**src/rtl/axil_pkg.sv**
```systemverilog
// rtl/axil_pkg.sv - shared constants and FSM state type for the AXI4-Lite write front end
package axil_pkg;

  localparam int DATA_W = 32;
  localparam int STRB_W = 4;

  localparam logic [1:0] RESP_OKAY   = 2'b00;
  localparam logic [1:0] RESP_EXOKAY = 2'b01;
  localparam logic [1:0] RESP_SLVERR = 2'b10;
  localparam logic [1:0] RESP_DECERR = 2'b11;

  typedef enum logic [1:0] {
    IDLE   = 2'd0,
    COMMIT = 2'd1,
    RESP   = 2'd2
  } state_t;

endpackage

```
**src/rtl/axil_strb_regfile.sv**
```systemverilog
// rtl/axil_strb_regfile.sv - NUM_REGS x 32 register file with byte-strobe write port
// and combinational read port; out-of-range read indices return zero.
module axil_strb_regfile
  import axil_pkg::*;
#(
  parameter  int NUM_REGS = 16,
  localparam int IDX_W    = (NUM_REGS > 1) ? $clog2(NUM_REGS) : 1
) (
  input  logic              i_clk,
  input  logic              i_resetn,
  input  logic              i_we,
  input  logic [IDX_W-1:0]  i_idx,
  input  logic [DATA_W-1:0] i_wdata,
  input  logic [STRB_W-1:0] i_wstrb,
  input  logic [IDX_W-1:0]  i_rd_idx,
  output logic [DATA_W-1:0] o_rd_data
);

  logic [DATA_W-1:0] r_mem [NUM_REGS];

  always_ff @(posedge i_clk) begin
    if (!i_resetn) begin
      for (int i = 0; i < NUM_REGS; i++) begin
        r_mem[i] <= '0;
      end
    end else if (i_we) begin
      for (int b = 0; b < STRB_W; b++) begin
        if (i_wstrb[b]) begin
          r_mem[i_idx][8*b +: 8] <= i_wdata[8*b +: 8];
        end
      end
    end
  end

  // A power-of-two depth makes every index legal, so the range guard is only built otherwise.
  generate
    if (NUM_REGS == (1 << IDX_W)) begin : g_full
      assign o_rd_data = r_mem[i_rd_idx];
    end else begin : g_partial
      localparam logic [IDX_W:0] LIMIT = (IDX_W + 1)'(NUM_REGS);
      assign o_rd_data = ({1'b0, i_rd_idx} < LIMIT) ? r_mem[i_rd_idx] : '0;
    end
  endgenerate

endmodule

```
**src/rtl/axil_write_slave_ctrl.sv**
```systemverilog
// rtl/axil_write_slave_ctrl.sv - AXI4-Lite write front end: AW/W capture, strobed commit, B response.
// Define AXIL_ALIGN_CHECK_EN to reject AWADDR[1:0] != 0 with SLVERR.
module axil_write_slave_ctrl
  import axil_pkg::*;
#(
  parameter  int ADDR_W   = 8,
  parameter  int NUM_REGS = 16,
  localparam int IDX_W    = (NUM_REGS > 1) ? $clog2(NUM_REGS) : 1
) (
  input  logic              ACLK,
  input  logic              ARESETn,
  input  logic [ADDR_W-1:0] AWADDR,
  input  logic              AWVALID,
  output logic              AWREADY,
  input  logic [DATA_W-1:0] WDATA,
  input  logic [STRB_W-1:0] WSTRB,
  input  logic              WVALID,
  output logic              WREADY,
  output logic              BVALID,
  input  logic              BREADY,
  output logic [1:0]        BRESP,
  output logic              wr_pulse,
  output logic [IDX_W-1:0]  wr_index,
  input  logic [IDX_W-1:0]  rd_idx,
  output logic [DATA_W-1:0] rd_data
);

  localparam logic [ADDR_W-2:0] NUM_REGS_L = (ADDR_W - 1)'(NUM_REGS);

  state_t             r_state;
  logic               r_aw_cap;
  logic               r_w_cap;
  logic [ADDR_W-1:0]  r_awaddr;
  logic [DATA_W-1:0]  r_wdata;
  logic [STRB_W-1:0]  r_wstrb;
  logic               r_awready;
  logic               r_wready;
  logic               r_bvalid;
  logic [1:0]         r_bresp;
  logic               r_wr_pulse;
  logic [IDX_W-1:0]   r_wr_index;

  logic               w_aw_hs;
  logic               w_w_hs;
  logic [ADDR_W-3:0]  w_idx_full;
  logic               w_in_range;
  logic               w_misaligned;
  logic               w_ok;
  logic               w_we;

  assign w_aw_hs    = AWVALID & r_awready;
  assign w_w_hs     = WVALID & r_wready;
  assign w_idx_full = r_awaddr[ADDR_W-1:2];
  assign w_in_range = {1'b0, w_idx_full} < NUM_REGS_L;

`ifdef AXIL_ALIGN_CHECK_EN
  assign w_misaligned = (r_awaddr[1:0] != 2'b00);
`else
  logic w_unused_lsb;
  assign w_unused_lsb = ^r_awaddr[1:0];
  assign w_misaligned = 1'b0;
`endif

  assign w_ok = w_in_range & ~w_misaligned;
  assign w_we = (r_state == COMMIT) & w_ok;

  // Ready flags are registered so reset can hold them low; they re-open one edge after release.
  always_ff @(posedge ACLK) begin
    if (!ARESETn) begin
      r_state    <= IDLE;
      r_aw_cap   <= 1'b0;
      r_w_cap    <= 1'b0;
      r_awaddr   <= '0;
      r_wdata    <= '0;
      r_wstrb    <= '0;
      r_awready  <= 1'b0;
      r_wready   <= 1'b0;
      r_bvalid   <= 1'b0;
      r_bresp    <= RESP_OKAY;
      r_wr_pulse <= 1'b0;
      r_wr_index <= '0;
    end else begin
      r_wr_pulse <= w_we;
      case (r_state)
        IDLE: begin
          if (w_aw_hs) begin
            r_awaddr <= AWADDR;
            r_aw_cap <= 1'b1;
          end
          if (w_w_hs) begin
            r_wdata <= WDATA;
            r_wstrb <= WSTRB;
            r_w_cap <= 1'b1;
          end
          r_awready <= ~(r_aw_cap | w_aw_hs);
          r_wready  <= ~(r_w_cap | w_w_hs);
          if (r_aw_cap && r_w_cap) begin
            r_state <= COMMIT;
          end
        end
        COMMIT: begin
          r_aw_cap  <= 1'b0;
          r_w_cap   <= 1'b0;
          r_awready <= 1'b0;
          r_wready  <= 1'b0;
          r_bvalid  <= 1'b1;
          r_bresp   <= w_ok ? RESP_OKAY : RESP_SLVERR;
          if (w_we) begin
            r_wr_index <= w_idx_full[IDX_W-1:0];
          end
          r_state <= RESP;
        end
        RESP: begin
          if (BREADY) begin
            r_bvalid  <= 1'b0;
            r_bresp   <= RESP_OKAY;
            r_awready <= 1'b1;
            r_wready  <= 1'b1;
            r_state   <= IDLE;
          end
        end
        default: begin
          r_state <= IDLE;
        end
      endcase
    end
  end

  axil_strb_regfile #(
    .NUM_REGS (NUM_REGS)
  ) u_regfile (
    .i_clk     (ACLK),
    .i_resetn  (ARESETn),
    .i_we      (w_we),
    .i_idx     (w_idx_full[IDX_W-1:0]),
    .i_wdata   (r_wdata),
    .i_wstrb   (r_wstrb),
    .i_rd_idx  (rd_idx),
    .o_rd_data (rd_data)
  );

  assign AWREADY  = r_awready;
  assign WREADY   = r_wready;
  assign BVALID   = r_bvalid;
  assign BRESP    = r_bresp;
  assign wr_pulse = r_wr_pulse;
  assign wr_index = r_wr_index;

endmodule

```
**config.mk**
```make
export PLATFORM = sky130hd
export DESIGN_NAME = axil_write_slave_ctrl
export DESIGN_NICKNAME = d
export VERILOG_FILES = /design/src/rtl/axil_pkg.sv /design/src/rtl/axil_strb_regfile.sv /design/src/rtl/axil_write_slave_ctrl.sv
export SDC_FILE = /design/constraint.sdc
export NUM_CORES = 1
export LEC_CHECK = 0
export ABC_AREA = 0
export CAP_MARGIN = 10
export CORE_MARGIN = 5
export CORE_UTILIZATION = 47
export CTS_CLUSTER_DIAMETER = 40
export DETAILED_ROUTE_END_ITERATION = 10
export PLACE_DENSITY = 0.71
export SYNTH_ARGS = -nofsm -noshare
export SYNTH_HDL_FRONTEND = slang
export SYNTH_SLANG_ARGS = --single-unit
export TNS_END_PERCENT = 1
```
**constraint.sdc**
```tcl
create_clock -name ACLK -period 2.98 [get_ports ACLK]
set_input_delay 0.447 -clock ACLK [delete_from_list [all_inputs] [get_ports ACLK]]
set_output_delay 0.447 -clock ACLK [all_outputs]
set_load 0.02 [all_outputs]
```
==> impl_results.md, run 1 <==
- Final ANT Viol Nets: 0
- Mapped Area: 0.02416 mm^2
- Combinational fraction of design power: 7.0%
- Total congestion overflow: 0
- Gate Count Post-Synth: 1772
- Worst Setup SP: rd_idx[2]
- Crit end category: output pin
- Max Buffers Root-to-Sink: 3
- FF-to-FF End: u_regfile.r_mem[14][16]
- Maximum Capacitance Violations: 0
- Clock slew at reported path FFs: 0.06 ns
- Worst reg2reg setup slack: 0.42 ns
- Net switching power figure: 4.065 mW
- Worst Tran Pin Value: 1.016 ns
- Final hold violations: 0
- Worst VDD drop: 410.9 uV
- Dominant cells by area after synthesis: edfxtp_1 64%, mux4_2 12%, nor2_1 8.2%, dfxtp_1 4.6%, a22oi_1 2.0%
- Area of the die: 0.05604 mm^2
- Worst path most repeated cell: clkdlybuf4s50_1
- Slowest stage delay, CP: 0.62 ns
- Synth-to-layout area growth: 18.85%
- Global-route wire length before repair: 91430 um
- Yosys reg bits: 567
- Max Slew Vio Count: 0
- Ports placed on the boundary: 95
- Post-DP HPWL: 38680 um
- Clock tree from TritonCTS: done
- Min-Delay Path Class: primary input to register
- Flop pwr share: 48.6%
- Worst-path cell chain: clkdlybuf4s50_1, nor2b_2, buf_12, a22oi_1, nand2_1, clkdlybuf4s50_1
- Endpoints failing setup: 0
- Width of the die: 236.7 um
- Number of global-route vias before repair: 15730
- Post-CTS Setup Inserts: 0
- Final Wtd Congestion: 0.8343
- Cell with the largest stage delay on the worst path: clkdlybuf4s50_1
- Number of antenna diodes: 0
- Number of nets at the end of the flow: 1964
- DR pass1 iterations: 5
- Data arrival, critical path: 2.46 ns
- Highest Clock Rate: 344.0 MHz
- Switching share of power: 21.95%
- Core area: 0.05109 mm^2
- Post-DR vias/cell: 5.765
- Pin count of the biggest net entering global routing: 71
- Initial core utilization: 47.28%
- Avg WL per Cell: 22.40 um
- Share of the clock period used by the worst path after layout: 97.55%
- Row cnt: 83
- Root Buffer: clkbuf_16
- Setup repair after global routing missed its margin: true
- Crit path required time: 2.53 ns
- Number of warning messages in the yosys log: 0
- Sink count of the clock tree: 567
- Startpoint kind of the worst setup timing path: primary input
- Post-route standard cell area excluding fillers: 0.02871 mm^2
- Source of the worst hold timing path: WDATA[9]
- Tightest slew margin relative to the limit: 32.14%
- Top cell type's share of synthesized area: 63.64%
- Mapped Nets: 1829
- Placed inst area: 0.02641 mm^2
- CTS H-tree depth: 3
- Leakage power: 9.734 nW
- Endpoint with the worst hold slack: r_wdata[9]
- Status: finished clean
- Power Dens Cells: 644.8 mW/mm^2
- Final worst path period need: 2.907 ns
- Number of port buffers: 91
- Internal power: 14.45 mW
- Netlist cell types: 32
- Initial drt markers: 1633
- Fill count: 4035
- Source-to-sink clock delay at the later pin of the worst-skew pair: 0.59 ns
- Global router's overall resource usage: 21.09%
- R2R depth: 7
- Number of antenna violations at the first check in global routing: 0
- Quantity of hold-fixing buffers added after cts: 0
- Total number of vias: 15220
- Wire length reported by the detailed router: 59150 um
- Cts bufs inserted: 67
- Worst setup skew after layout: 0.02822 ns
- Vert. Die Dim: 236.7 um
- Sequential element share of the synthesized area: 68.20%
- Total DRC errors in the routed layout: 0
- Fraction of power consumed by the clock network: 44.3%
- Mean post-synth cell area: 13.63 um^2
- Critical-path maximum fanout: 32
- Startpoint of the most critical register-to-register path: r_state[1]
- Ratio of cells with drive above 1 in the final layout: 19.80%
- Number of stages on the worst hold path: 3
- WS Path Type: primary input to output pin
- Power consumption: 18.51 mW
- Dominant cell type by area after synthesis: edfxtp_1
==> routing by layer <==
layer  part of all wire, %  vias to the layer above  global-route usage (%)
met5                     0                        -                       0
met4                   3.4                        0                   8.011
met3                   7.2                      129                   3.925
met2                    53                      619                   36.81
met1                    37                     7749                   26.34
li1                      -                     6722                       -
==> worst max path at each step <==
stage	to
after floorplan	u_regfile.r_mem[6][16]
after global placement	rd_data[23]
after detailed placement	rd_data[15]
after CTS	rd_data[5]
after global routing	rd_data[12]
final	rd_data[13]
==> cells in the mapped netlist <==
cell and count:
buf_4 11, nand2b_1 1, buf_1 2, buf_2 45, a22oi_1 64, edfxtp_1 512, clkbuf_1 103, and3_1 1
buf_6 3, nand2_1 119, mux4_2 128, ha_1 4, inv_1 4, nor2_1 528, a211oi_1 2, dfxtp_1 55
and3b_1 1, nand4_1 1, o21a_1 2, nor3_1 1, nor3b_2 1, o21ai_0 69, mux2i_1 10, o211a_1 1
conb_1 1, a21boi_0 3, a21oi_1 40, nand3_1 42, a21o_1 1, and2_1 2, nor2b_1 13, o221a_2 2
==> kinds of logic after synthesis <==
family	Yosys count	share of synthesized area [%]
buffers and inverters	168	3.107
AO/OA/AOI/OAI	184	4.630
flip-flops	567	68.20
other	1	0.01552
AND/OR/NAND/NOR	710	11.50
multiplexers	138	12.35
adder cells (fa/ha/maj)	4	0.2072
==> sequential cells by signal, summed over array words and instances (netlist names) <==
register / cells
u_regfile.r_mem: 512
r_wdata: 32
r_awaddr: 6
r_wstrb: 4
wr_index: 4
r_state: 2
AWREADY: 1
BRESP: 1
BVALID: 1
WREADY: 1
r_aw_cap: 1
r_w_cap: 1
wr_pulse: 1
==> worst max-delay path: cells and delay by family <==
kind                   cells  cell delay (ns)
AOI/OAI and AO/OA          1             0.14
buffers and inverters      3             1.45
and+or+nand+nor            2             0.40
==> power by group through the flow <==
stage	clock network [mW]	logic [mW]	registers (mW)
2_1_floorplan	0	0.745	9.13
3_3_place_gp	0	1.28	9.15
3_5_place_dp	0	1.30	9.17
4_1_cts	8.29	1.31	9.01
5_1_grt	8.65	1.39	9.02
6_report	8.20	1.30	9.01
==> stage by stage <==
step | utilization, % | setup TNS [ns] | cells | worst slack, ns | hold WS (ns)
after floorplan | - | 0 | 1772 | 0.7487 | 0.4318
after global placement | 51.68 | 0 | 2518 | 0.05893 | 0.4406
after detailed placement | 51.68 | 0 | 2518 | 0.04015 | 0.4431
after CTS | 56.09 | 0 | 2640 | 0.005696 | 0.3768
after global routing | 56.20 | -0.01373 | 2640 | -0.01306 | 0.4025
final | 56.20 | 0 | 2640 | 0.07295 | 0.4029
==> cell usage in the layout (no fill, tap or decap), types with 9 or more instances in the layout <==
master           count
buf_4              126
nor2b_1             11
buf_12              13
a21oi_1             40
nand2_1            119
clkbuf_1            10
dfxtp_1             55
nor2_1             527
edfxtp_1           512
nand3_1             42
o21ai_0             69
clkinv_1             9
mux2i_1             10
clkbuf_16           70
a22oi_1             56
mux4_2             128
clkdlybuf4s50_1     84
==> what timing repair did <==
item,CTS,global route
cloned,0,0
resized for setup,1,12
setup endpoints to repair,1,12
==> cell type report <==
cell class,instances,area [um^2],share of cell area [%]
multi-input cells,1037,6980,24.31
inverters,4,15.01,0.05229
clock buffers,81,1803,6.279
well taps,680,850.8,2.963
clock inverters,41,447.9,1.560
flip-flops and latches,567,16480,57.38
repair buffers,230,2140,7.452
No activity file was read; power rests on OpenSTA's default activity.
==> run 2, diff against run 1 <==
SYNTH_HIERARCHICAL = 1   (was unset)
==> run 2 against run 1 <==
Effect of this change:
- via count up 1.5%
- sequential power about the same
- highest routed layer unchanged
- critical endpoint is now rd_data[27]
- first-iteration DRC count up 4.5%
- total power up 4.0%
- clock skew down 0.0064 ns
- hold slack worse by 0.080 ns
==> impl_results.md, run 2 <==
- Status: finished clean
- Data arrival, critical path: 2.49 ns (+0.03 ns)
- Critical-path maximum fanout: 14 (-56%)
- Number of antenna diodes: 0 (unchanged)
- WHS: 0.3228 ns (-0.08017 ns)
- CTS H-tree depth: 3 (unchanged)
- Global router's overall resource usage: 21.29% (+0.20 points)
- Number of antenna violations at the first check in global routing: 0 (unchanged)
- Post-route standard cell area excluding fillers: 0.02942 mm^2 (+2.5%)
- Width of the die: 237.7 um (+0.43%)
- WS Path Type: primary input to output pin
- Mapped Area: 0.02438 mm^2 (+0.91%)
- Number of nets at the end of the flow: 2001 (+1.9%)
- Min-Delay Path Class: primary input to register
- Initial core utilization: 47.52% (+0.24 points)
- Netlist cell types: 37 (+16%)
- Top cell type's share of synthesized area: 63.07% (-0.57 points)
- Placed inst area: 0.02688 mm^2 (+1.8%)
- Ratio of cells with drive above 1 in the final layout: 21.35% (+1.6 points)
- Vert. Die Dim: 237.7 um (+0.43%)
- Mapped Nets: 1829 (unchanged)
- Leakage power: 10.20 nW (+4.8%)
- Final design utilization: 57.34% (+1.1 points)
- Fraction of registers with async set or reset after synthesis: 0% (unchanged)
- Dominant cell type by area after synthesis: edfxtp_1
- Initial drt markers: 1707 (+4.5%)
- Total DRC errors in the routed layout: 0 (unchanged)
- Worst VDD drop: 475.1 uV (+16%)
- Pin count of the biggest net entering global routing: 42 (-41%)
- Power consumption: 19.25 mW (+4.0%)
- Global-route wire length before repair: 92630 um (+1.3%)
- Worst setup skew after layout: 0.02181 ns (-0.006410 ns)
- Sink count of the clock tree: 567 (unchanged)
- Endpoints failing setup: 0 (unchanged)
- Most common library cell in the layout ignoring fill and taps: edfxtp_1
- EDFF count, synth: 512 (unchanged)
- Flip-flop count of the largest register, all copies and words added: 512 (unchanged)
- Area of the die: 0.05652 mm^2 (+0.87%)
- Root Buffer: clkbuf_16
- Top cell types by occurrence after synthesis: 512 x edfxtp_1, 486 x nor2_1, 148 x nand2_1
- Final hold violations: 0 (unchanged)
- Final ANT Viol Nets: 0 (unchanged)
- Synth-to-layout area growth: 20.67%
- Maximum Capacitance Violations: 0 (unchanged)
- Clock slew at reported path FFs: 0.06 ns (about the same)
- Avg WL per Cell: 22.45 um (+0.22%)
- Yosys reg bits: 567 (unchanged)
- Worst Tran Pin Value: 0.7246 ns (-0.2918 ns)
- Post-DR vias/cell: 5.761 (about the same)
- Max Slew Vio Count: 0 (unchanged)
- Source-to-sink clock delay at the later pin of the worst-skew pair: 0.61 ns (+0.02 ns)
- Number of warning messages in the yosys log: 6 (+6)
- Total number of vias: 15440 (+1.5%)
- Final worst path period need: 2.939 ns (+0.03238 ns)
- Crit end category: output pin
- Wire length reported by the detailed router: 60180 um (+1.7%)
- Final Wtd Congestion: 0.8022 (-3.8%)
- Total congestion overflow: 0 (unchanged)
- Clock tree from TritonCTS: done
- Core area: 0.05130 mm^2 (+0.41%)
- Dominant cell by count in the synthesized netlist: edfxtp_1
- Most frequent cells in the layout: 512 x edfxtp_1, 485 x nor2_1, 154 x buf_4
- Mean post-synth cell area: 13.77 um^2 (+1.0%)
- Biggest registers after layout: u_regfile/r_mem: 512 flops, r_wdata: 32 flops, r_awaddr: 6 flops
- Power Dens Cells: 654.3 mW/mm^2 (+1.5%)
- Post-DP HPWL: 39420 um (+1.9%)
- Sequential element share of the synthesized area: 67.58% (-0.61 points)
- Tightest slew margin relative to the limit: 51.58% (+19 points)
- Gate Count Post-Synth: 1770 (-0.11%)
- Main flop type after synthesis: edfxtp_1
- Number of global-route vias before repair: 16110 (+2.4%)
- Max Buffers Root-to-Sink: 3 (unchanged)
- Highest Clock Rate: 340.2 MHz (-1.1%)
- Share of the clock period used by the worst path after layout: 98.64% (+1.1 points)
- Dominant cells by area after synthesis: edfxtp_1 63%, mux4_2 12%, nor2_1 7.5%, dfxtp_1 4.5%, nand2_1 2.3%
- Row cnt: 83 (unchanged)
- Cts bufs inserted: 70 (+4.5%)
- Ports placed on the boundary: 95 (unchanged)
- Largest register by flop count: u_regfile/r_mem
- Number of port buffers: 91 (unchanged)
- Startpoint kind of the worst setup timing path: primary input
- Crit path required time: 2.53 ns (about the same)
- DR pass1 iterations: 5 (unchanged)
-- run 2: changes by cell type in the layout (fill, tap and decap cells not counted), sizes merged, moves of 5 or more --
cell / delta
a21boi: +37
buf: +28
a21oi: -39
inv: +11
nand3: -29
nor2: -39
and2: +33
clkdlybuf4s50: -5
nand2: +29
-- run 2: what timing repair did --
item                                    in CTS  in global routing
endpoints found under the setup margin       4                 11
gates cloned                                 0                  1
buffers inserted                             0                  0
endpoints found under the hold margin        0                  0
resized for setup                            6                  7
pin swaps                                    0                  0
hold buffers                                 0                  0
-- run 2: power by group --
part / switching, mW / internal, mW / total, mW / leakage, nW
Sequential: 0.101 / 8.91 / 9.01 / 5.73
Combinational: 0.739 / 0.601 / 1.34 / 3.26
Clock: 3.41 / 5.49 / 8.90 / 1.20
-- run 2: cell type report --
type / instances / area (um^2)
well taps: 680 / 850.8
clock inverters: 51 / 643.1
clock buffers: 79 / 1837
multi-input cells: 1040 / 7206
repair buffers: 259 / 2390
fillers: 3962 / 21880
inverters: 4 / 15.01
flip-flops and latches: 567 / 16480
-- run 2: path summary, 6_finish.rpt --
path	from	to	slack, ns	depth (start not counted)
setup / recovery	rd_idx[0]	rd_data[27]	0.04	6
hold / removal	ARESETn	r_wdata[2]	0.32	2
hold reg to reg	r_wdata[16]	r_wdata[16]	0.45	2
setup reg to reg	r_state[1]	u_regfile/r_mem[10][16]	0.37	7
-- run 2: per-stage QoR --
stage	std cells	setup WS [ns]	TNS (ns)
6_report	2680	0.04057	0
5_1_grt	2680	-0.002273	-0.002273
4_1_cts	2679	0.006299	0
3_5_place_dp	2549	0.007214	0
3_3_place_gp	2549	0.007766	0
2_1_floorplan	1770	0.3377	0
-- run 2: kinds of logic (layout without fill, tap and decap cells) --
family / after synthesis / after routing / share of synthesized area (%)
buf+inv: 163 / 393 / 2.936
fa+ha+maj: 6 / 6 / 0.3079
simple gates: 712 / 712 / 11.88
compound gates: 181 / 181 / 4.953
mux: 140 / 140 / 12.32
flops: 567 / 567 / 67.58
other cells: 1 / 1 / 0.01538
-- run 2: worst max-delay path: stages --
cell             delay [ns]
clkbuf_8               0.25
buf_4                  0.26
mux4_2                 0.51
a22oi_1                0.29
nand2_1                0.14
clkdlybuf4s50_1        0.57
-- run 2: layer usage --
| layer | up-vias | wire length (um) | part of all wire [%] | GRT usage, % |
|---|---|---|---|---|
| met5 | - | 0 | 0 | 0 |
| met4 | 0 | 1227 | 2.0 | 5.965 |
| met3 | 94 | 4937 | 8.2 | 3.991 |
| met2 | 721 | 30950 | 51 | 36.66 |
| met1 | 7838 | 23060 | 38 | 27.99 |
| li1 | 6787 | - | - | - |
==> run 3, diff against run 2 <==
CORE_UTILIZATION = 57   (was 47)
PLACE_DENSITY = 0.82   (was 0.71)
==> run 3 against run 2 <==
Effect of this change:
- core utilization rose by 11 points
- clock-buffer cell count is 1 lower
- first-iteration DRC count increased by 24%
- critical path type is now register to output pin
- largest cell class unchanged
- largest power group unchanged
==> impl_results.md, run 3 (synthesized netlist as in run 2, its figures left out) <==
- Global-route wire length before repair: 93500 um (+0.93%)
- Global Route met3 Usage: 6.490% (+2.5 points)
- Most used routing layer: met2
- Met2 track utilization from global routing: 42.68% (+6.0 points)
- Flip-flop count of the largest register, all copies and words added: 512 (unchanged)
- Final ANT Viol Nets: 0 (unchanged)
- Number of antenna violations at the first check in global routing: 1 (+1)
- Number of port buffers: 91 (unchanged)
- FF-to-FF End: u_regfile/r_mem[5][3]
- Most common library cell in the layout ignoring fill and taps: edfxtp_1
- Synth-to-layout area growth: 18.84%
- Net switching power figure: 4.268 mW (+0.46%)
- Source-to-sink clock delay at the later pin of the worst-skew pair: 0.60 ns (about the same)
- Worst-path cell chain: mux4_2, a22oi_2, nand2_1, clkdlybuf4s50_1
- Cell with the largest stage delay on the worst path: clkdlybuf4s50_1
- Fill count: 2588 (-35%)
- Worst VDD drop: 426.0 uV (-10%)
- Tightest slew margin relative to the limit: 39.56% (-12 points)
- Power Dens Cells: 663.3 mW/mm^2 (+1.4%)
- Source of the worst hold timing path: ARESETn
- Initial drt markers: 2115 (+24%)
- Clock tree from TritonCTS: done
- Met1 Resource Use GR: 33.75% (+5.8 points)
- Internal power: 14.95 mW (-0.34%)
- Data arrival, critical path: 2.49 ns (about the same)
- Initial core utilization: 57.86% (+10 points)
- Worst reg2reg setup slack: 0.18 ns (-0.19 ns)
- Cts bufs inserted: 69 (-1.4%)
- Share of the clock period used by the worst path after layout: 98.41% (-0.23 points)
- Maximum Capacitance Violations: 0 (unchanged)
- Post-CTS Setup Inserts: 0 (unchanged)
- Leakage power: 10.05 nW (-1.4%)
- Max Buffers Root-to-Sink: 3 (unchanged)
- Area of the die: 0.04700 mm^2 (-17%)
- Number of global-route vias before repair: 16340 (+1.4%)
- Width of the die: 216.8 um (-8.8%)
- Row cnt: 75 (-9.6%)
- Root Buffer: clkbuf_16
- Max Slew Vio Count: 0 (unchanged)
- Ratio of cells with drive above 1 in the final layout: 20.03% (-1.3 points)
- Endpoints failing setup: 0 (unchanged)
- CTS H-tree depth: 3 (unchanged)
- Clock slew at reported path FFs: 0.06 ns (about the same)
- Flop pwr share: 47.0% (+0.2 points)
- Total number of vias: 15780 (+2.2%)
- Combinational fraction of design power: 6.8% (-0.2 points)
- Fraction of power consumed by the clock network: 46.2% (about the same)
- Most frequent cells in the layout: 512 x edfxtp_1, 485 x nor2_1, 148 x nand2_1
- Global router's overall resource usage: 26.08% (+4.8 points)
- Post-DP HPWL: 38240 um (-3.0%)
- Final Wtd Congestion: 0.8125 (+1.3%)
- Status: finished clean
- Final worst path period need: 2.933 ns (-0.006913 ns)
- Worst Tran Pin Value: 0.9056 ns (+0.1810 ns)
- Vert. Die Dim: 216.8 um (-8.8%)
- Total negative slack for setup checks: 0 ns (unchanged)
- Highest Clock Rate: 341.0 MHz (+0.24%)
- Core area: 0.04213 mm^2 (-18%)
- Sink count of the clock tree: 567 (unchanged)
- Family of cells with the greatest summed delay on the critical path: buffers and inverters
- Endpoint with the worst hold slack: AWREADY
- Startpoint kind of the worst setup timing path: register
- Pin count of the biggest net entering global routing: 46 (+9.5%)
- Critical-path maximum fanout: 1 (-13)
- Final hold violations: 0 (unchanged)
- DR pass1 iterations: 6 (+1)
- R2R depth: 6 (-1)
- Number of nets at the end of the flow: 1966 (-1.7%)
- Placed inst area: 0.02646 mm^2 (-1.6%)
- Total DRC errors in the routed layout: 0 (unchanged)
- Post-DR vias/cell: 6.307 (+9.5%)
- Number of stages on the worst hold path: 2 (unchanged)
- Biggest registers after layout: u_regfile/r_mem: 512 flops, r_wdata: 32 flops, r_awaddr: 6 flops
- Startpoint of the most critical register-to-register path: r_state[1]
- Largest register by flop count: u_regfile/r_mem
- Min-Delay Path Class: primary input to register
- Switching share of power: 22.21% (+0.14 points)
- Avg WL per Cell: 24.36 um (+8.5%)
- Crit end category: output pin
- Ports placed on the boundary: 95 (unchanged)
- WS Path Type: register to output pin
- Total congestion overflow: 0 (unchanged)
- Crit path required time: 2.53 ns (about the same)
- Post-route standard cell area excluding fillers: 0.02897 mm^2 (-1.5%)
- Setup repair after global routing missed its margin: true
- Buffering stage count on the worst path with inverters included: 1 (-2)
- Worst setup skew after layout: 0.02718 ns (+0.005373 ns)
- Slowest stage delay, CP: 0.57 ns (about the same)
- Wire length reported by the detailed router: 60950 um (+1.3%)
[run 3: timing repair]
action | 4_1_cts | 5_1_grt
hold buffers | 0 | 0
resized for setup | 1 | 15
endpoints found under the setup margin | 1 | 21
hold endpoints to repair | 0 | 0
[run 3: how the worst max path moves through the flow]
stage / start / end / slack, ns / cells past startpoint
global route: rd_idx[0] / rd_data[27] / -0.006 / 7
finish: u_regfile/r_mem[0][23] / rd_data[23] / 0.05 / 4
global placement: rd_idx[0] / rd_data[9] / 0.05 / 6
CTS: u_regfile/r_mem[15][17] / rd_data[17] / 0.0002 / 4
detailed placement: rd_idx[0] / rd_data[23] / 0.04 / 6
floorplan: r_state[1] / u_regfile/r_mem[13][10] / 0.34 / 6
[run 3: worst register-to-register path, cell delays in order (launching register included)]
cell and delay, ns:
dfxtp_1 0.35, inv_1 0.11, ha_1 0.25, nor3b_4 0.43
and3_1 0.64, nand2_1 0.56, nor2_1 0.29
[run 3: power by group through the flow]
stage                     sequential, mW  clock, mW  combinational (mW)
after global routing                9.04       9.33                1.38
after floorplan                     9.14          0               0.751
after global placement              9.15          0                1.26
final                               9.03       8.89                1.30
after detailed placement            9.18          0                1.28
after CTS                           9.02       8.99                1.30
[run 3: area by class of cell]
cell class | instances | area (um^2) | area share (%)
Sequential cell | 567 | 16480 | 56.87
Multi-Input combinational cell | 1040 | 7224 | 24.94
Timing Repair Buffer | 225 | 2133 | 7.364
Clock buffer | 78 | 1780 | 6.146
Tap cell | 539 | 674.4 | 2.328
Clock inverter | 48 | 664.4 | 2.293
Inverter | 4 | 15.01 | 0.05183
Antenna cell | 1 | 2.502 | 0.008638
[run 3: through the flow]
stage	power, mW	utilization [%]	hold WS, ns	std cells	setup WS, ns
after floorplan	9.887	-	0.4353	1770	0.3377
after global placement	10.41	62.81	0.4440	2375	0.05334
after detailed placement	10.46	62.81	0.4470	2375	0.04388
after CTS	19.31	68.62	0.2504	2501	0.0002238
after global routing	19.75	68.75	0.2796	2501	-0.005916
final	19.22	68.76	0.2690	2502	0.04748
[run 3: layer usage]
layer  up-vias  part of all wire, %
li1       6732                    -
met1      7743                   35
met2      1142                   50
met3       162                   12
met4         0                  3.7
met5         -                    0
